**src/rtl/fsb_pkg.sv**
```systemverilog
`default_nettype none
// ============================================================================
// fsb_pkg : shared state encoding and constants for the front-side-bus bridge
// Rev 1.0 : initial release
// ============================================================================
package fsb_pkg;

   typedef logic [2:0] fsb_state_t;

   localparam fsb_state_t FSB_IDLE   = 3'd0;
   localparam fsb_state_t FSB_SETUP  = 3'd1;
   localparam fsb_state_t FSB_ACCESS = 3'd2;
   localparam fsb_state_t FSB_HOLD   = 3'd3;
   localparam fsb_state_t FSB_RESP   = 3'd4;

   localparam logic [7:0] FSB_RDDATA_TIMEOUT = 8'hFF;
   localparam logic [6:0] FSB_WAIT_RST       = 7'h7F;

   // Chip enable is held for the whole SETUP..HOLD window.
   function automatic logic fsb_is_busy(input fsb_state_t s);
      return (s == FSB_SETUP) || (s == FSB_ACCESS) || (s == FSB_HOLD);
   endfunction

endpackage
`default_nettype wire

```
**src/rtl/fsb_rdy_sync.sv**
```systemverilog
`default_nettype none
// ============================================================================
// fsb_rdy_sync : two-flop synchroniser for the external ready line
// Rev 1.0 : initial release
// ============================================================================
module fsb_rdy_sync (
   input  logic clki,
   input  logic sys_rst,
   input  logic i_rdy,
   output logic o_rdy
);

   logic r_meta;
   logic r_sync;

   always_ff @(posedge clki or posedge sys_rst) begin
      if (sys_rst) begin
         r_meta <= 1'b0;
         r_sync <= 1'b0;
      end else begin
         r_meta <= i_rdy;
         r_sync <= r_meta;
      end
   end

   assign o_rdy = r_sync;

endmodule
`default_nettype wire

```
**src/rtl/fsb_bridge.sv**
```systemverilog
`default_nettype none
// ============================================================================
// fsb_bridge : Wishbone 8-bit slave to strobed external front-side bus
// Rev 1.0 : initial release
// ============================================================================
module fsb_bridge
   import fsb_pkg::*;
#(
   parameter int AW        = 16,
   parameter int TO_CYCLES = 255
) (
   input  logic          clki,
   input  logic          sys_rst,
   input  logic          sync_mode,
   input  logic [6:0]    async_waitcycle,
   input  logic [AW-1:0] WB_ADRi,
   input  logic [7:0]    WB_DATi,
   output logic [7:0]    WB_DATo,
   input  logic          WB_WEi,
   input  logic          WB_CYCi,
   input  logic          WB_STBi,
   output logic          WB_ACKo,
   output logic          WB_ERRo,
   output logic [AW-1:0] EXT_ADDR,
   output logic [7:0]    EXT_DQ_o,
   output logic          EXT_DQ_oe,
   input  logic [7:0]    EXT_DQ_i,
   output logic          EXT_CE_n,
   output logic          EXT_OE_n,
   output logic          EXT_WE_n,
   input  logic          EXT_RDY
);

   localparam logic [7:0] c_to_load = 8'(TO_CYCLES);

   fsb_state_t r_state;
   fsb_state_t w_next;

   logic       r_we;
   logic       r_sync;
   logic [6:0] r_wait;
   logic [7:0] r_cnt;
   logic       r_timeout;
   logic       r_abort;
   logic       w_rdy_sync;

   logic       w_accept;
   logic       w_access_done;
   logic       w_timeout_hit;
   logic       w_capture;
   logic [7:0] w_rd_data;
   logic       w_we_eff;
   logic       w_ce_n;
   logic       w_oe_n;
   logic       w_we_n;
   logic       w_dq_oe;
   logic       w_ack;
   logic       w_err;

   fsb_rdy_sync u_rdy_sync (
      .clki    (clki),
      .sys_rst (sys_rst),
      .i_rdy   (EXT_RDY),
      .o_rdy   (w_rdy_sync)
   );

   assign w_accept      = (r_state == FSB_IDLE) && WB_CYCi && WB_STBi;
   assign w_timeout_hit = r_sync && !w_rdy_sync && (r_cnt == 8'd0);
   assign w_access_done = r_sync ? (w_rdy_sync || (r_cnt == 8'd0)) : (r_cnt == 8'd0);

   // State register
   always_ff @(posedge clki or posedge sys_rst) begin
      if (sys_rst) r_state <= FSB_IDLE;
      else         r_state <= w_next;
   end

   // Next-state logic; dropping CYC in SETUP/ACCESS skips RESP entirely
   always_comb begin
      w_next = r_state;
      case (r_state)
         FSB_IDLE:   if (WB_CYCi && WB_STBi) w_next = FSB_SETUP;
         FSB_SETUP:  w_next = WB_CYCi ? FSB_ACCESS : FSB_HOLD;
         FSB_ACCESS: if (!WB_CYCi || w_access_done) w_next = FSB_HOLD;
         FSB_HOLD:   w_next = r_abort ? FSB_IDLE : FSB_RESP;
         FSB_RESP:   w_next = FSB_IDLE;
         default:    w_next = FSB_IDLE;
      endcase
   end

   // Output decode; values are for the cycle after the next edge
   always_comb begin
      w_we_eff  = (r_state == FSB_IDLE) ? WB_WEi : r_we;
      w_ce_n    = !fsb_is_busy(w_next);
      w_oe_n    = !((w_next == FSB_ACCESS) && !r_we);
      w_we_n    = !((w_next == FSB_ACCESS) && r_we);
      w_dq_oe   = w_we_eff && fsb_is_busy(w_next);
      w_ack     = (r_state == FSB_HOLD) && (w_next == FSB_RESP) && !r_timeout;
      w_err     = (r_state == FSB_HOLD) && (w_next == FSB_RESP) && r_timeout;
      w_capture = (r_state == FSB_ACCESS) && (w_next == FSB_HOLD) && WB_CYCi && !r_we;
      w_rd_data = w_timeout_hit ? FSB_RDDATA_TIMEOUT : EXT_DQ_i;
   end

   // Per-transaction latches, wait counter and status flags
   always_ff @(posedge clki or posedge sys_rst) begin
      if (sys_rst) begin
         EXT_ADDR  <= '0;
         EXT_DQ_o  <= 8'h00;
         r_we      <= 1'b0;
         r_sync    <= 1'b0;
         r_wait    <= FSB_WAIT_RST;
         r_cnt     <= 8'd0;
         r_timeout <= 1'b0;
         r_abort   <= 1'b0;
      end else begin
         if (w_accept) begin
            EXT_ADDR <= WB_ADRi;
            r_we     <= WB_WEi;
            r_sync   <= sync_mode;
            r_wait   <= async_waitcycle;
            if (WB_WEi) EXT_DQ_o <= WB_DATi;
         end

         if (r_state == FSB_SETUP)
            r_cnt <= r_sync ? c_to_load : {1'b0, r_wait};
         else if ((r_state == FSB_ACCESS) && (r_cnt != 8'd0))
            r_cnt <= r_cnt - 8'd1;

         if ((r_state == FSB_ACCESS) && WB_CYCi && w_timeout_hit)
            r_timeout <= 1'b1;
         else if (w_next == FSB_IDLE)
            r_timeout <= 1'b0;

         if (((r_state == FSB_SETUP) || (r_state == FSB_ACCESS)) && !WB_CYCi)
            r_abort <= 1'b1;
         else if (w_next == FSB_IDLE)
            r_abort <= 1'b0;
      end
   end

   // Registered bus strobes and Wishbone response
   always_ff @(posedge clki or posedge sys_rst) begin
      if (sys_rst) begin
         EXT_CE_n  <= 1'b1;
         EXT_OE_n  <= 1'b1;
         EXT_WE_n  <= 1'b1;
         EXT_DQ_oe <= 1'b0;
         WB_ACKo   <= 1'b0;
         WB_ERRo   <= 1'b0;
         WB_DATo   <= 8'h00;
      end else begin
         EXT_CE_n  <= w_ce_n;
         EXT_OE_n  <= w_oe_n;
         EXT_WE_n  <= w_we_n;
         EXT_DQ_oe <= w_dq_oe;
         WB_ACKo   <= w_ack;
         WB_ERRo   <= w_err;
         if (w_capture) WB_DATo <= w_rd_data;
      end
   end

endmodule
`default_nettype wire

```
**config.mk**
```make
export PLATFORM = sky130hd
export DESIGN_NAME = fsb_bridge
export DESIGN_NICKNAME = d
export VERILOG_FILES = /design/src/rtl/fsb_pkg.sv /design/src/rtl/fsb_rdy_sync.sv /design/src/rtl/fsb_bridge.sv
export SDC_FILE = /design/constraint.sdc
export NUM_CORES = 1
export LEC_CHECK = 0
export ABC_CLOCK_PERIOD_IN_PS = 2100
export BUFFER_PORTS_ARGS = -buffer_cell sky130_fd_sc_hd__buf_4
export CAP_MARGIN = 0
export CORE_MARGIN = 5
export CORE_UTILIZATION = 45
export CTS_BUF_LIST = sky130_fd_sc_hd__clkbuf_4 sky130_fd_sc_hd__clkbuf_8
export DETAILED_ROUTE_END_ITERATION = 10
export PLACE_DENSITY_LB_ADDON = 0.08
export SYNTH_ARGS = -nofsm -noshare
export SYNTH_HDL_FRONTEND = slang
export SYNTH_SLANG_ARGS = --single-unit
```
**constraint.sdc**
```tcl
create_clock -name clki -period 2.1 [get_ports clki]
set_input_delay 0.42 -clock clki [delete_from_list [all_inputs] [get_ports clki]]
set_output_delay 0.42 -clock clki [all_outputs]
set_load 0.02 [all_outputs]
```
==> flow_metrics.env <==
export IMPL_synth_enable_flop_cells=0
export IMPL_die_height_um=86.4
export IMPL_layout_min_cycle_time_ns=2.00
export IMPL_dpl_cell_count=361
export IMPL_endpoint_kind="register"
export IMPL_yosysUniqueCellTypes=47
export IMPL_vias_per_cell=5.29
export IMPL_tritoncts="yes"
export IMPL_setup_viol_count_final=0
export IMPL_arrival_ns=2.22
export IMPL_drtPass1Iterations=4
export IMPL_nets=347
export IMPL_syn_area_per_cell_um2=12.9
export IMPL_synth_seq_cells=62
export IMPL_status="finished clean"
export IMPL_yosysSeqAreaShare_pct=59.6
export IMPL_final_antenna_net_count=0
export IMPL_clockBufferDepth=2
export IMPL_tns_ns=0
export IMPL_worstPathMaxFanout=8
export IMPL_wl_per_cell_um=15.9
export IMPL_totalWireLength_um=5960
export IMPL_max_slew_margin_pct=68.8
export IMPL_final_hold_violation_count=0
export IMPL_fin_util_pct=65.1
export IMPL_ys_top_cells_by_area="dfrtp_1 50%, mux2_2 14%, dfstp_2 10%"
export IMPL_rr_endpoint="WB_DATo[6]$_DFFE_PP0P_"
export IMPL_p_per_area_nw_per_um2=1640
export IMPL_hpwl_um=4380
export IMPL_io_pins=84
export IMPL_start_kind="register"
export IMPL_hp_class="primary input to asynchronous set/reset pin"
export IMPL_async_flop_share_pct=100
export IMPL_grt_max_degree=43
export IMPL_numCtsBuffers=9
export IMPL_worst_slack_ns=0.0967
export IMPL_cp_data_required_time_ns=2.32
export IMPL_dpl_cell_area_um2=3390
export IMPL_antennaDiodeCount=0
export IMPL_ff2ff_path_depth=6
export IMPL_rows=27
export IMPL_yosys_warnings=0
export IMPL_max_freq_ghz=0.499
export IMPL_grt_setup_unrepaired="yes"
export IMPL_die_w_um=86.4
export IMPL_area_delta_synth_final_pct=38.2
export IMPL_syn_inst=204
export IMPL_portBuffers=83
export IMPL_drive_above_1_share_pct=52.6
export IMPL_rr_startpoint="r_cnt[0]$_DFFE_PP0P_"
export IMPL_skew_ns=0.00830
export IMPL_grt_pass1_vias=2131
export IMPL_drv_cap=0
export IMPL_tightest_slew_ns=0.468
export IMPL_antenna_found_initial=0
export IMPL_overflow=0
export IMPL_dp_slack_ns=0.0962
export IMPL_h_tree_depth=3
export IMPL_stdcell_count=376
export IMPL_post_route_cell_area_um2=3630
export IMPL_core_um2=5570
export IMPL_synthFlopType="dfrtp_1"
export IMPL_post_cts_buffers=0
export IMPL_slew_violations=0
export IMPL_dr_total_vias=1988
export IMPL_grt_total_usage_pct=17.3
export IMPL_ir_drop_uv=780
export IMPL_design_die_area_um2=7460
export IMPL_post_route_period_util_pct=95.4
export IMPL_routabilityCongestion=0.781
export IMPL_worstSetupPathType="register to register"
export IMPL_hold_ws_ns=0.106
export IMPL_grt_first_pass_wirelength_um=10100
export IMPL_synth_area_um2=2630
export IMPL_p_leak_nw=1.68
export IMPL_drc=0
export IMPL_ff2ff_setup_slack_ns=0.1
export IMPL_cts_root_buf="clkbuf_8"
export IMPL_initial_core_util_pct=47.1
export IMPL_cts_clk_slew_worst_paths_ns=0.06
export IMPL_cts_sinks=62
export IMPL_synth_nets=251
export IMPL_clk_latency_ns=0.33
export IMPL_power_mw=5.96
export IMPL_yosys_area_top_type_share_pct=49.6
export IMPL_drt_initial_drc_count=100
export IMPL_synth_largest_area_cell="dfrtp_1"
==> routing by layer <==
layer | up-vias | global-route usage (%) | wire length [um] | share of wire [%]
li1 | 931 | - | - | -
met3 | 9 | 6.37 | 520 | 8.7
met5 | - | 0 | 0 | 0
met4 | 0 | 7.93 | 95 | 1.6
met1 | 962 | 21.9 | 2590 | 43
met2 | 86 | 26.5 | 2760 | 46
==> sequential cells by signal (all words and copies together), names as in the netlist, 3 cells and up <==
| signal | cells |
|---|---|
| r_state | 3 |
| EXT_DQ_o | 8 |
| r_wait | 7 |
| EXT_ADDR | 16 |
| WB_DATo | 8 |
| r_cnt | 8 |
==> report_power, final <==
part / total [mW] / leakage (nW) / internal, mW / switching, mW
logic: 2.62 / 0.834 / 1.26 / 1.36
registers: 2.19 / 0.733 / 1.81 / 0.373
clock network: 1.15 / 0.115 / 0.722 / 0.428
==> area by class of cell <==
type                    instances  area [um^2]
repair buffers                 93          723
clock inverters                 4         70.1
flip-flops and latches         62         1560
well taps                      72         90.1
clock buffers                  11          151
fillers                       455         1950
multi-input cells             127         1000
inverters                       7         26.3
==> cells by family (layout without fill, tap and decap cells) <==
kind of cell / count (synthesis) / in the layout / synth area share [%]
DFF: 62 / 62 / 59.6
and+or+nand+nor: 50 / 50 / 10.5
AOI/OAI and AO/OA: 43 / 43 / 12.5
muxes: 32 / 32 / 13.7
buffers and inverters: 15 / 115 / 2.81
adders and majority gates: 1 / 1 / 0.477
xor gates and xnor gates: 1 / 1 / 0.334
==> worst max-delay path by stage <==
stage	from	endpoint	slack [ns]	cells past startpoint
finish	r_cnt[0]$_DFFE_PP0P_	WB_DATo[6]$_DFFE_PP0P_	0.1	6
global route	r_cnt[0]$_DFFE_PP0P_	WB_DATo[6]$_DFFE_PP0P_	-0.03	6
CTS	r_cnt[0]$_DFFE_PP0P_	WB_DATo[6]$_DFFE_PP0P_	0.08	6
detailed placement	r_cnt[0]$_DFFE_PP0P_	WB_DATo[0]$_DFFE_PP0P_	0.1	6
global placement	r_cnt[0]$_DFFE_PP0P_	WB_DATo[1]$_DFFE_PP0P_	0.15	6
floorplan	sys_rst	EXT_ADDR[0]$_DFFE_PP0P_	0.16	1
==> synth_stat cells, types with 2 or more instances <==
cell type   n
nand2b_1    3
nand4b_1    2
nor2_1      9
inv_1       7
dfstp_2    10
nor4_1      3
mux2_2     32
o21ai_0     9
buf_2       5
a21oi_1     9
nand2_1    11
a211oi_1    2
nand3_1     4
dfrtp_1    52
o22a_1      8
nor3_1      6
a22o_1      2
==> repair_timing <==
| item | in CTS | in global routing |
|---|---|---|
| hold buffers | 0 | 0 |
| endpoints found under the setup margin | 0 | 9 |
| resized for setup | 0 | 3 |
==> cells in the final DEF, fill, tap and decap left out, types with 2 or more instances in the layout <==
cell type | synthesis | routed
clkbuf_8 | 0 | 11
nor4_1 | 3 | 2
o21ai_0 | 9 | 9
nor3_1 | 6 | 6
buf_4 | 1 | 91
a21oi_1 | 9 | 9
dfrtp_1 | 52 | 52
nand2b_1 | 3 | 3
nand4b_1 | 2 | 2
bufinv_16 | 0 | 2
nand2_1 | 11 | 11
inv_1 | 7 | 6
clkinv_2 | 0 | 2
dfstp_2 | 10 | 10
nor2_1 | 9 | 9
mux2_2 | 32 | 32
buf_12 | 0 | 2
a22o_1 | 2 | 2
o22a_1 | 8 | 8
nand3_1 | 4 | 4
a211oi_1 | 2 | 2
==> critical path: stages (launching register included) <==
cell and delay [ns]:
dfrtp_1 0.39, inv_1 0.10, ha_1 0.22, or4b_4 0.54, o31ai_4 0.29, nand3_4 0.15
o22a_1 0.20
Power figures use the tool's default switching activity.
